$ cat config.mk
export PLATFORM = sky130hd
export DESIGN_NAME = clock_ctrl
export DESIGN_NICKNAME = d
export VERILOG_FILES = /design/src/rtl/clock_pkg.sv /design/src/rtl/tick_gen.sv /design/src/rtl/clock_ctrl.sv
export SDC_FILE = /design/constraint.sdc
export NUM_CORES = 1
export LEC_CHECK = 0
export ABC_AREA = 1
export BUFFER_PORTS_ARGS = -buffer_cell sky130_fd_sc_hd__buf_2
export CAP_MARGIN = 20
export CORE_MARGIN = 5
export CORE_UTILIZATION = 49
export DETAILED_ROUTE_END_ITERATION = 8
export PLACE_DENSITY = 0.73
export SLEW_MARGIN = 20
export SYNTH_ARGS = -nofsm -noshare
export SYNTH_HDL_FRONTEND = slang
export SYNTH_SLANG_ARGS = --single-unit
export TNS_END_PERCENT = 20
$ cat constraint.sdc
create_clock -name clk -period 2.3 [get_ports clk]
set_input_delay 0.345 -clock clk [delete_from_list [all_inputs] [get_ports clk]]
set_output_delay 0.345 -clock clk [all_outputs]
set_load 0.02 [all_outputs]
$ cat src/rtl/clock_pkg.sv
// Shared definitions for the real-time clock block: mode encoding, field
// limits and a wrap-around increment helper used by the time counters.
package clock_pkg;

  typedef enum logic [1:0] {
    MODE_RUN   = 2'd0,
    MODE_SET_H = 2'd1,
    MODE_SET_M = 2'd2,
    MODE_SET_S = 2'd3
  } mode_e;

  localparam logic [4:0] MAX_HOUR    = 5'd23;
  localparam logic [5:0] MAX_MIN_SEC = 6'd59;

  // Increment with wrap to 0; ">=" keeps any stray value self-correcting.
  function automatic logic [5:0] wrap_inc(input logic [5:0] v, input logic [5:0] max);
    return (v >= max) ? 6'd0 : v + 6'd1;
  endfunction

endpackage

$ cat src/rtl/tick_gen.sv
// One-second prescaler: counts 0..TICK_DIV-1 and wraps.
//   clk  : system clock        rst : async active-high reset
//   clr  : synchronous restart of the count at 0
//   tick : high for the single cycle the count holds TICK_DIV-1
module tick_gen #(
  parameter int unsigned TICK_DIV = 50_000_000
) (
  input  logic clk,
  input  logic rst,
  input  logic clr,
  output logic tick
);
  localparam int unsigned W = $clog2(TICK_DIV);
  localparam logic [W-1:0] LAST = W'(TICK_DIV - 1);

  logic [W-1:0] cnt_q, cnt_d;

  always_comb begin
    cnt_d = cnt_q + W'(1);
    if (clr || cnt_q == LAST) cnt_d = '0;
  end

  always_ff @(posedge clk or posedge rst) begin
    if (rst) cnt_q <= '0;
    else     cnt_q <= cnt_d;
  end

  assign tick = (cnt_q == LAST);
endmodule

$ cat src/rtl/clock_ctrl.sv
// 24-hour clock with RUN/SET_H/SET_M/SET_S modes.
//   clk, rst          : system clock, async active-high reset
//   key_mode, key_inc : debounced one-cycle key pulses
//   hour, min, sec    : registered binary time fields
//   mode              : 0 RUN, 1 SET_H, 2 SET_M, 3 SET_S
//   blink             : blink phase for the field being set
//   tick              : one-cycle pulse per elapsed second
module clock_ctrl
  import clock_pkg::*;
#(
  parameter int unsigned TICK_DIV = 50_000_000
) (
  input  logic       clk,
  input  logic       rst,
  input  logic       key_mode,
  input  logic       key_inc,
  output logic [4:0] hour,
  output logic [5:0] min,
  output logic [5:0] sec,
  output logic [1:0] mode,
  output logic       blink,
  output logic       tick
);
  mode_e      mode_q, mode_d;
  logic [4:0] hour_q, hour_d;
  logic [5:0] min_q, min_d;
  logic [5:0] sec_q, sec_d;
  logic       blink_q, blink_d;
  logic       clr;

  tick_gen #(.TICK_DIV(TICK_DIV)) u_tick_gen (
    .clk  (clk),
    .rst  (rst),
    .clr  (clr),
    .tick (tick)
  );

  always_comb begin
    mode_d  = mode_q;
    hour_d  = hour_q;
    min_d   = min_q;
    sec_d   = sec_q;
    blink_d = blink_q;
    clr     = 1'b0;

    if (key_mode) begin
      case (mode_q)
        MODE_RUN:   mode_d = MODE_SET_H;
        MODE_SET_H: mode_d = MODE_SET_M;
        MODE_SET_M: mode_d = MODE_SET_S;
        MODE_SET_S: begin
          mode_d = MODE_RUN;
          clr    = 1'b1;  // first second after setting is a full period
        end
      endcase
    end

    if (mode_q == MODE_RUN) begin
      // Time advance is independent of key_mode so a same-cycle mode change
      // still counts the second.
      if (tick) begin
        sec_d = wrap_inc(sec_q, MAX_MIN_SEC);
        if (sec_q >= MAX_MIN_SEC) begin
          min_d = wrap_inc(min_q, MAX_MIN_SEC);
          if (min_q >= MAX_MIN_SEC)
            hour_d = 5'(wrap_inc({1'b0, hour_q}, {1'b0, MAX_HOUR}));
        end
      end
    end else if (key_inc && !key_mode) begin
      case (mode_q)
        MODE_SET_H: hour_d = 5'(wrap_inc({1'b0, hour_q}, {1'b0, MAX_HOUR}));
        MODE_SET_M: min_d  = wrap_inc(min_q, MAX_MIN_SEC);
        MODE_SET_S: sec_d  = wrap_inc(sec_q, MAX_MIN_SEC);
        default:    ;
      endcase
    end

    // Phase starts at 0 on entry to SET_H and is forced low in RUN.
    if (mode_q == MODE_RUN || mode_d == MODE_RUN) blink_d = 1'b0;
    else if (tick)                                 blink_d = ~blink_q;
  end

  always_ff @(posedge clk or posedge rst) begin
    if (rst) begin
      mode_q  <= MODE_RUN;
      hour_q  <= '0;
      min_q   <= '0;
      sec_q   <= '0;
      blink_q <= 1'b0;
    end else begin
      mode_q  <= mode_d;
      hour_q  <= hour_d;
      min_q   <= min_d;
      sec_q   <= sec_d;
      blink_q <= blink_d;
    end
  end

  assign hour  = hour_q;
  assign min   = min_q;
  assign sec   = sec_q;
  assign mode  = mode_q;
  assign blink = blink_q;
endmodule

==> qor.yml, run 1 <==
grt_usage_pct: 17.9
htreeDepth: 2
nFillCells: 517
cp-end-kind: "output pin"
cts_tree: "done"
synthesis.area_um2: 2840
pwr_density_cell_nw_per_um2: 852
finalHoldWorstSlack_ns: 0.427
numCtsBuffers: 5
max_freq_mhz: 467
avgSynthCellArea_um2: 7.32
rows: 27
design_area_um2: 3190
layout-drive-gt1-share_pct: 16.6
path_max_fanout: 5
outcome: "finished, final reports clean"
yosys_register_bits: 46
clock_latency_ns: 0.30
crit_arrival_ns: 1.79
clockRootBuffer: "clkbuf_8"
antenna_cells: 0
tns_ns: 0
core_area_um2: 5570
hold_viol: 0
dp_hpwl_um: 4760
min_period_over_period_pct: 93.0
tightest_slew_ns: 0.561
fin_skew_ns: 0.00700
synth_nets: 401
yosysSeqAreaShare_pct: 40.5
nets: 433
place_congestion: 0.928
hold_class: "in -> reg"
netlist_instances: 388
p_leak_nw: 1.59
fp.dieArea_um2: 7420
regArea_um2: 1150
grt_overflow: 0
fp.dieH_um: 86.2
synthToLayoutAreaGrowth_pct: 12.2
cts_num_sinks: 46
wl_um: 6120
ant_nets: 0
period_minus_slack_ns: 2.14
avgRoutedWirePerCell_um: 12.4
portBuffers: 24
pin_count: 25
slew_headroom_pct: 62.4
drt-pass1-iter-count: 4
finalWorstSetupSlack_ns: 0.160
cts_setup_buffers: 0
num_vias: 2501
start_kind: "register"
die_w_um: 86.2
final_common_cell: "nand2_1"
drc: 0
layout_common_cells: "97 x nand2_1, 60 x nor2_1, 47 x inv_1"
worst-setup-path-type: "reg -> out"
grt_max_degree: 24
ir_drop_mv: 0.582
start_util_pct: 51.0
detailedPlace.worstSlack_ns: 0.335
synth_cell_types: 30
viasPerCell: 5.07
grt_setup_unrepaired: "false"
slew_violations: 0
placed_area_um2: 3050
finalPower_mw: 2.72
maxCapViolations: 0
antenna_found_initial: 0
drt-initial-drc-count: 207
cp.required_ns: 1.96
ys.warnings.count: 0
multiInputGateArea_um2: 1500
setup_viol: 0
grt_pass1_vias: 2445
grt_pass1_wl_um: 10800
clk_pin_slew_worst_paths_ns: 0.08
clk_path_buf_depth: 2
-- cell usage after synthesis (all sizes together) --
library cell | number | area share, %
nand2 | 111 | 16
nor2 | 67 | 9.7
inv | 49 | 6.5
dfrtp | 46 | 41
nand3 | 36 | 6.5
a21oi | 13 | 2.3
o21ai | 12 | 2.9
ha | 9 | 4.0
nor3 | 9 | 1.6
nor3b | 8 | 2.1
nand4 | 7 | 1.5
xor2 | 7 | 2.2
buf | 3 | 0.92
o21bai | 2 | 0.53
or2 | 2 | 0.44
xnor2 | 2 | 0.62
a21boi | 1 | 0.26
a31o | 1 | 0.31
and3 | 1 | 0.22
nor4 | 1 | 0.22
o211ai | 1 | 0.26
-- state kept, by name, indices dropped and copies added, names as in the netlist --
signal / count
min: 6
mode: 2
blink: 1
u_tick_gen.cnt_q: 26
sec: 6
hour: 5
-- repair_timing --
item                                    4_1_cts  5_1_grt
hold buffers                                  1        0
gates resized for setup                       1        4
cloned                                        0        0
endpoints found under the hold margin        11        0
endpoints found under the setup margin        1        1
-- final cells by class --
cell class / instances / area share, %
multi-input cells: 290 / 47.0
flip-flops and latches: 46 / 36.1
inverters: 49 / 5.77
repair buffers: 28 / 4.86
well taps: 72 / 2.82
clock buffers: 5 / 2.16
clock inverters: 3 / 1.26
-- cell families after synthesis --
kind of cell / Yosys count / synth area share [%]
buffers and inverters: 52 / 7.40
XOR/XNOR: 9 / 2.77
adder cells (fa/ha/maj): 9 / 3.96
AND/OR/NAND/NOR: 242 / 38.8
flip-flops: 46 / 40.5
AO/OA/AOI/OAI: 30 / 6.56
-- stage by stage --
step                      utilization, %  instances
after floorplan                        -        388
after CTS                           56.9        493
after global routing                57.2        493
after detailed placement            54.7        484
final                               57.2        493
after global placement              54.7        484
-- report_power, final --
group          leakage [nW]  total (mW)  internal [mW]  switching [mW]
registers             0.619        1.12          0.946           0.170
clock network        0.0579       0.599          0.320           0.279
logic                 0.914        1.00          0.346           0.654
-- worst paths after layout --
check / from / endpoint / slack [ns] / depth (start not counted)
setup / recovery: u_tick_gen.cnt_q[0] / tick / 0.16 / 6
hold / removal: key_mode / mode[0] / 0.43 / 3
setup reg to reg: mode[0] / hour[3] / 0.33 / 7
hold reg to reg: u_tick_gen.cnt_q[0] / u_tick_gen.cnt_q[0] / 0.52 / 1
max in group asynchronous: rst / hour[1] / 1.20 / 4
min in group asynchronous: rst / sec[4] / 0.53 / 3
-- layer usage --
metal  GRT usage, %  up-vias  share of wire [%]
li1               -     1294                  -
met2           29.1       58                 46
met3           3.55       10                4.8
met5              0        -                  0
met4           5.32        0                1.6
met1           23.9     1139                 48
-- worst max-delay path, cell delays in order (launching register included) --
cell and delay (ns):
dfrtp_1 0.41, ha_2 0.22, nand3_1 0.14, nor2_2 0.16
inv_1 0.11, nor4_4 0.27, buf_4 0.18
Power figures use the tool's default switching activity.
==> run 2: changes to the inputs <==
--- a/config.mk
+++ b/config.mk
@@ -11,9 +11,10 @@
 export CORE_MARGIN = 5
 export CORE_UTILIZATION = 49
 export DETAILED_ROUTE_END_ITERATION = 8
-export PLACE_DENSITY = 0.73
+export PLACE_DENSITY = 0.72
 export SLEW_MARGIN = 20
 export SYNTH_ARGS = -nofsm -noshare
 export SYNTH_HDL_FRONTEND = slang
+export SYNTH_HIERARCHICAL = 1
 export SYNTH_SLANG_ARGS = --single-unit
 export TNS_END_PERCENT = 20
==> run 2 against run 1 <==
Effect of this change: setup slack worse by 0.025 ns; critical endpoint unchanged; global-route usage down 0.39 points; clock-buffer cell count up 2; highest routed layer unchanged; cell count up 4.3%; critical path type unchanged; sequential share of layout area down 0.59 points.
==> qor.yml, run 2 <==
path_delay_family: "simple AND/OR/NAND/NOR gates"
antenna_cells: 0  # unchanged
cp_num_buf_inv: 2  # unchanged
power_frac_seq_pct: 43.7  # +2.6 points
dp_hpwl_um: 4590  # -3.7%
grt_max_degree: 27  # +13%
ir_drop_mv: 0.471  # -19%
avgRoutedWirePerCell_um: 11.5  # -7.2%
period_minus_slack_ns: 2.16  # +0.0249 ns
clockRootBuffer: "clkbuf_8"
cts_tree: "done"
num_vias: 2544  # +1.7%
synthToLayoutAreaGrowth_pct: 10.3
maxCapViolations: 0  # unchanged
pwr_density_cell_nw_per_um2: 811  # -4.8%
largest_register_ffs: 26  # unchanged
yosys_register_bits: 46  # unchanged
numCtsBuffers: 5  # unchanged
max_freq_mhz: 462  # -1.2%
met3_length_um: 168  # -42%
routed.top_layer: "met4"
final_common_cell: "nand2_1"
grt_pass1_wl_um: 10800  # +0.45%
crit_arrival_ns: 1.82  # +0.03 ns
clkPwrFrac_pct: 19.4  # -2.7 points
start_kind: "register"
htreeDepth: 2  # unchanged
ys.warnings.count: 6  # +6
wl_met2_um: 2730  # -3.0%
start_util_pct: 50.0  # -0.98 points
finalWorstSetupSlack_ns: 0.135  # -0.0249 ns
synth_nets: 421  # +5.0%
wl_um: 5920  # -3.3%
synth_cell_types: 26  # -13%
regMostFlops: "u_tick_gen/cnt_q"
die_w_um: 87.5  # +1.6%
yosysSeqAreaShare_pct: 39.1  # -1.4 points
grt_usage_pct: 17.5  # -0.39 points
slew_headroom_pct: 48.3  # -14 points
crit_chain: "ha_1, nand3_2, nor2_1, nand2_1, nor3_2, buf_4, buf_2"
fp.dieArea_um2: 7660  # +3.1%
synthesis.area_um2: 2940  # +3.6%
async_flop_share_pct: 100  # unchanged
synth_edf_count: 0  # unchanged
pwr-share-comb_pct: 36.9  # about the same
place_congestion: 0.849  # -8.5%
netlist_instances: 407  # +4.9%
layout-drive-gt1-share_pct: 18.7  # +2.1 points
drc: 0  # unchanged
netlist_top_cells_area: "dfrtp_1 39%, nand2_1 15%, nor2_1 8.5%"
antenna_found_initial: 0  # unchanged
detailedPlace.worstSlack_ns: 0.189  # -0.146 ns
p_leak_nw: 1.59  # -0.31%
hold_class: "in -> async"
critPathMaxStageDelay_ns: 0.41  # about the same
regArea_um2: 1150  # +0.11%
rows: 28  # +3.7%
cp.required_ns: 1.96  # about the same
clk_pin_slew_worst_paths_ns: 0.08  # about the same
outcome: "finished, final reports clean"
cts_num_sinks: 46  # unchanged
avgSynthCellArea_um2: 7.23  # -1.3%
layout_common_cells: "120 x nand2_1, 67 x nor2_1, 47 x inv_1"
grt_setup_unrepaired: "false"
grt_pass1_vias: 2478  # +1.3%
nets: 452  # +4.4%
multiInputGateArea_um2: 1560  # +3.9%
setup_viol: 0  # unchanged
cp_slowest_cell: "dfrtp_1"
min_period_over_period_pct: 94.1  # +1.1 points
yosys.cell_count.top_type: "nand2_1"
ant_nets: 0  # unchanged
slew_violations: 0  # unchanged
pin_count: 25  # unchanged
yosysTopAreaCell: "dfrtp_1"
worst-setup-path-type: "reg -> out"
cp-end-kind: "output pin"
clk_path_buf_depth: 2  # unchanged
fp.dieH_um: 87.5  # +1.6%
synth.top_cell.area_share_pct: 39.1  # -1.4 points
internal_power_mw: 1.55  # -4.0%
portBuffers: 24  # unchanged
tns_ns: 0  # unchanged
grt_overflow: 0  # unchanged
viasPerCell: 4.95  # -2.4%
clock_latency_ns: 0.30  # about the same
netlist_top_cells_count: "120 x nand2_1, 67 x nor2_1, 47 x inv_1"
drt-pass1-iter-count: 4  # unchanged
tightest_slew_ns: 0.775  # +0.214 ns
p_switching_mw: 1.08  # -1.8%
hold_viol: 0  # unchanged
synth_top_flop_cell: "dfrtp_1"
drt-met1-wl_um: 2960  # +1.1%
nFillCells: 571  # +10%
swShare_pct: 41.2  # +0.56 points
core_area_um2: 5890  # +5.6%
drt-initial-drc-count: 93  # -55%
path_max_fanout: 4  # -1
fin_skew_ns: 0.00456  # -0.00245 ns
-- run 2: cell types whose count changed after synthesis, sizes merged, moves of 2 or more --
cell | previous run | this run
a21oi | 13 | 3
inv | 49 | 53
nand2 | 111 | 128
nand3 | 36 | 33
nand4 | 7 | 5
nor2 | 67 | 86
nor3 | 9 | 2
nor3b | 8 | 0
o21ai | 12 | 16
xnor2 | 2 | 8
xor2 | 7 | 9
-- run 2: worst min-delay path: stages --
cell and delay (ns):
buf_2 0.10, inv_1 0.04, buf_4 0.31
-- run 2: metal layers --
layer  GRT usage (%)  vias up
met5               0        -
met4            4.88        0
met3            3.88        9
met2            27.8       35
met1            23.9     1179
li1                -     1321
-- run 2: final timing paths --
check | from | end | slack, ns | depth (start not counted)
worst max-delay path | u_tick_gen/cnt_q[1] | tick | 0.14 | 7
worst min-delay path | rst | u_tick_gen/cnt_q[4] | 0.10 | 3
worst max register to register | u_tick_gen/cnt_q[1] | min[1] | 0.26 | 10
worst min register to register | u_tick_gen/cnt_q[0] | u_tick_gen/cnt_q[0] | 0.50 | 1
max in group asynchronous | rst | min[5] | 1.63 | 2
min in group clk | key_mode | mode[1] | 0.38 | 3
-- run 2: timing repair --
action                                  4_1_cts  5_1_grt
buffers inserted                              0        0
gates resized for setup                       0        2
hold buffers                                  0        0
endpoints found under the hold margin         0        0
endpoints found under the setup margin        0        6
-- run 2: per-stage QoR --
stage	utilization (%)	cell area, um2	hold slack, ns	total power [mW]	cells
floorplan	-	2940	0.309	1.89	407
global placement	53.5	3150	0.434	2.11	506
detailed placement	53.5	3150	0.434	2.14	506
CTS	55.0	3240	0.106	2.66	514
global route	55.1	3250	0.146	2.85	514
finish	55.1	3250	0.100	2.63	514
-- run 2: area by class of cell --
cell class | count | share of cell area (%)
Multi-Input combinational cell | 304 | 48.0
Sequential cell | 46 | 35.5
Inverter | 53 | 6.13
Timing Repair Buffer | 28 | 4.63
Tap cell | 75 | 2.89
Clock buffer | 7 | 2.66
Clock inverter | 1 | 0.154
-- run 2: kinds of logic (layout without fill, tap and decap cells) --
group	count (synthesis)	after routing	share of synthesized area, %
AND/OR/NAND/NOR	256	256	38.8
buffers and inverters	57	89	8.08
flip-flops	46	46	39.1
AO/OA/AOI/OAI	21	21	4.68
XOR/XNOR	17	17	5.06
adder cells (fa/ha/maj)	10	10	4.25
-- run 2: power groups by stage --
stage | logic [mW] | clock network (mW) | registers [mW]
detailed placement | 0.979 | 0 | 1.16
global route | 1.11 | 0.558 | 1.18
finish | 0.971 | 0.510 | 1.15
CTS | 0.985 | 0.528 | 1.15
global placement | 0.957 | 0 | 1.16
floorplan | 0.661 | 0 | 1.23
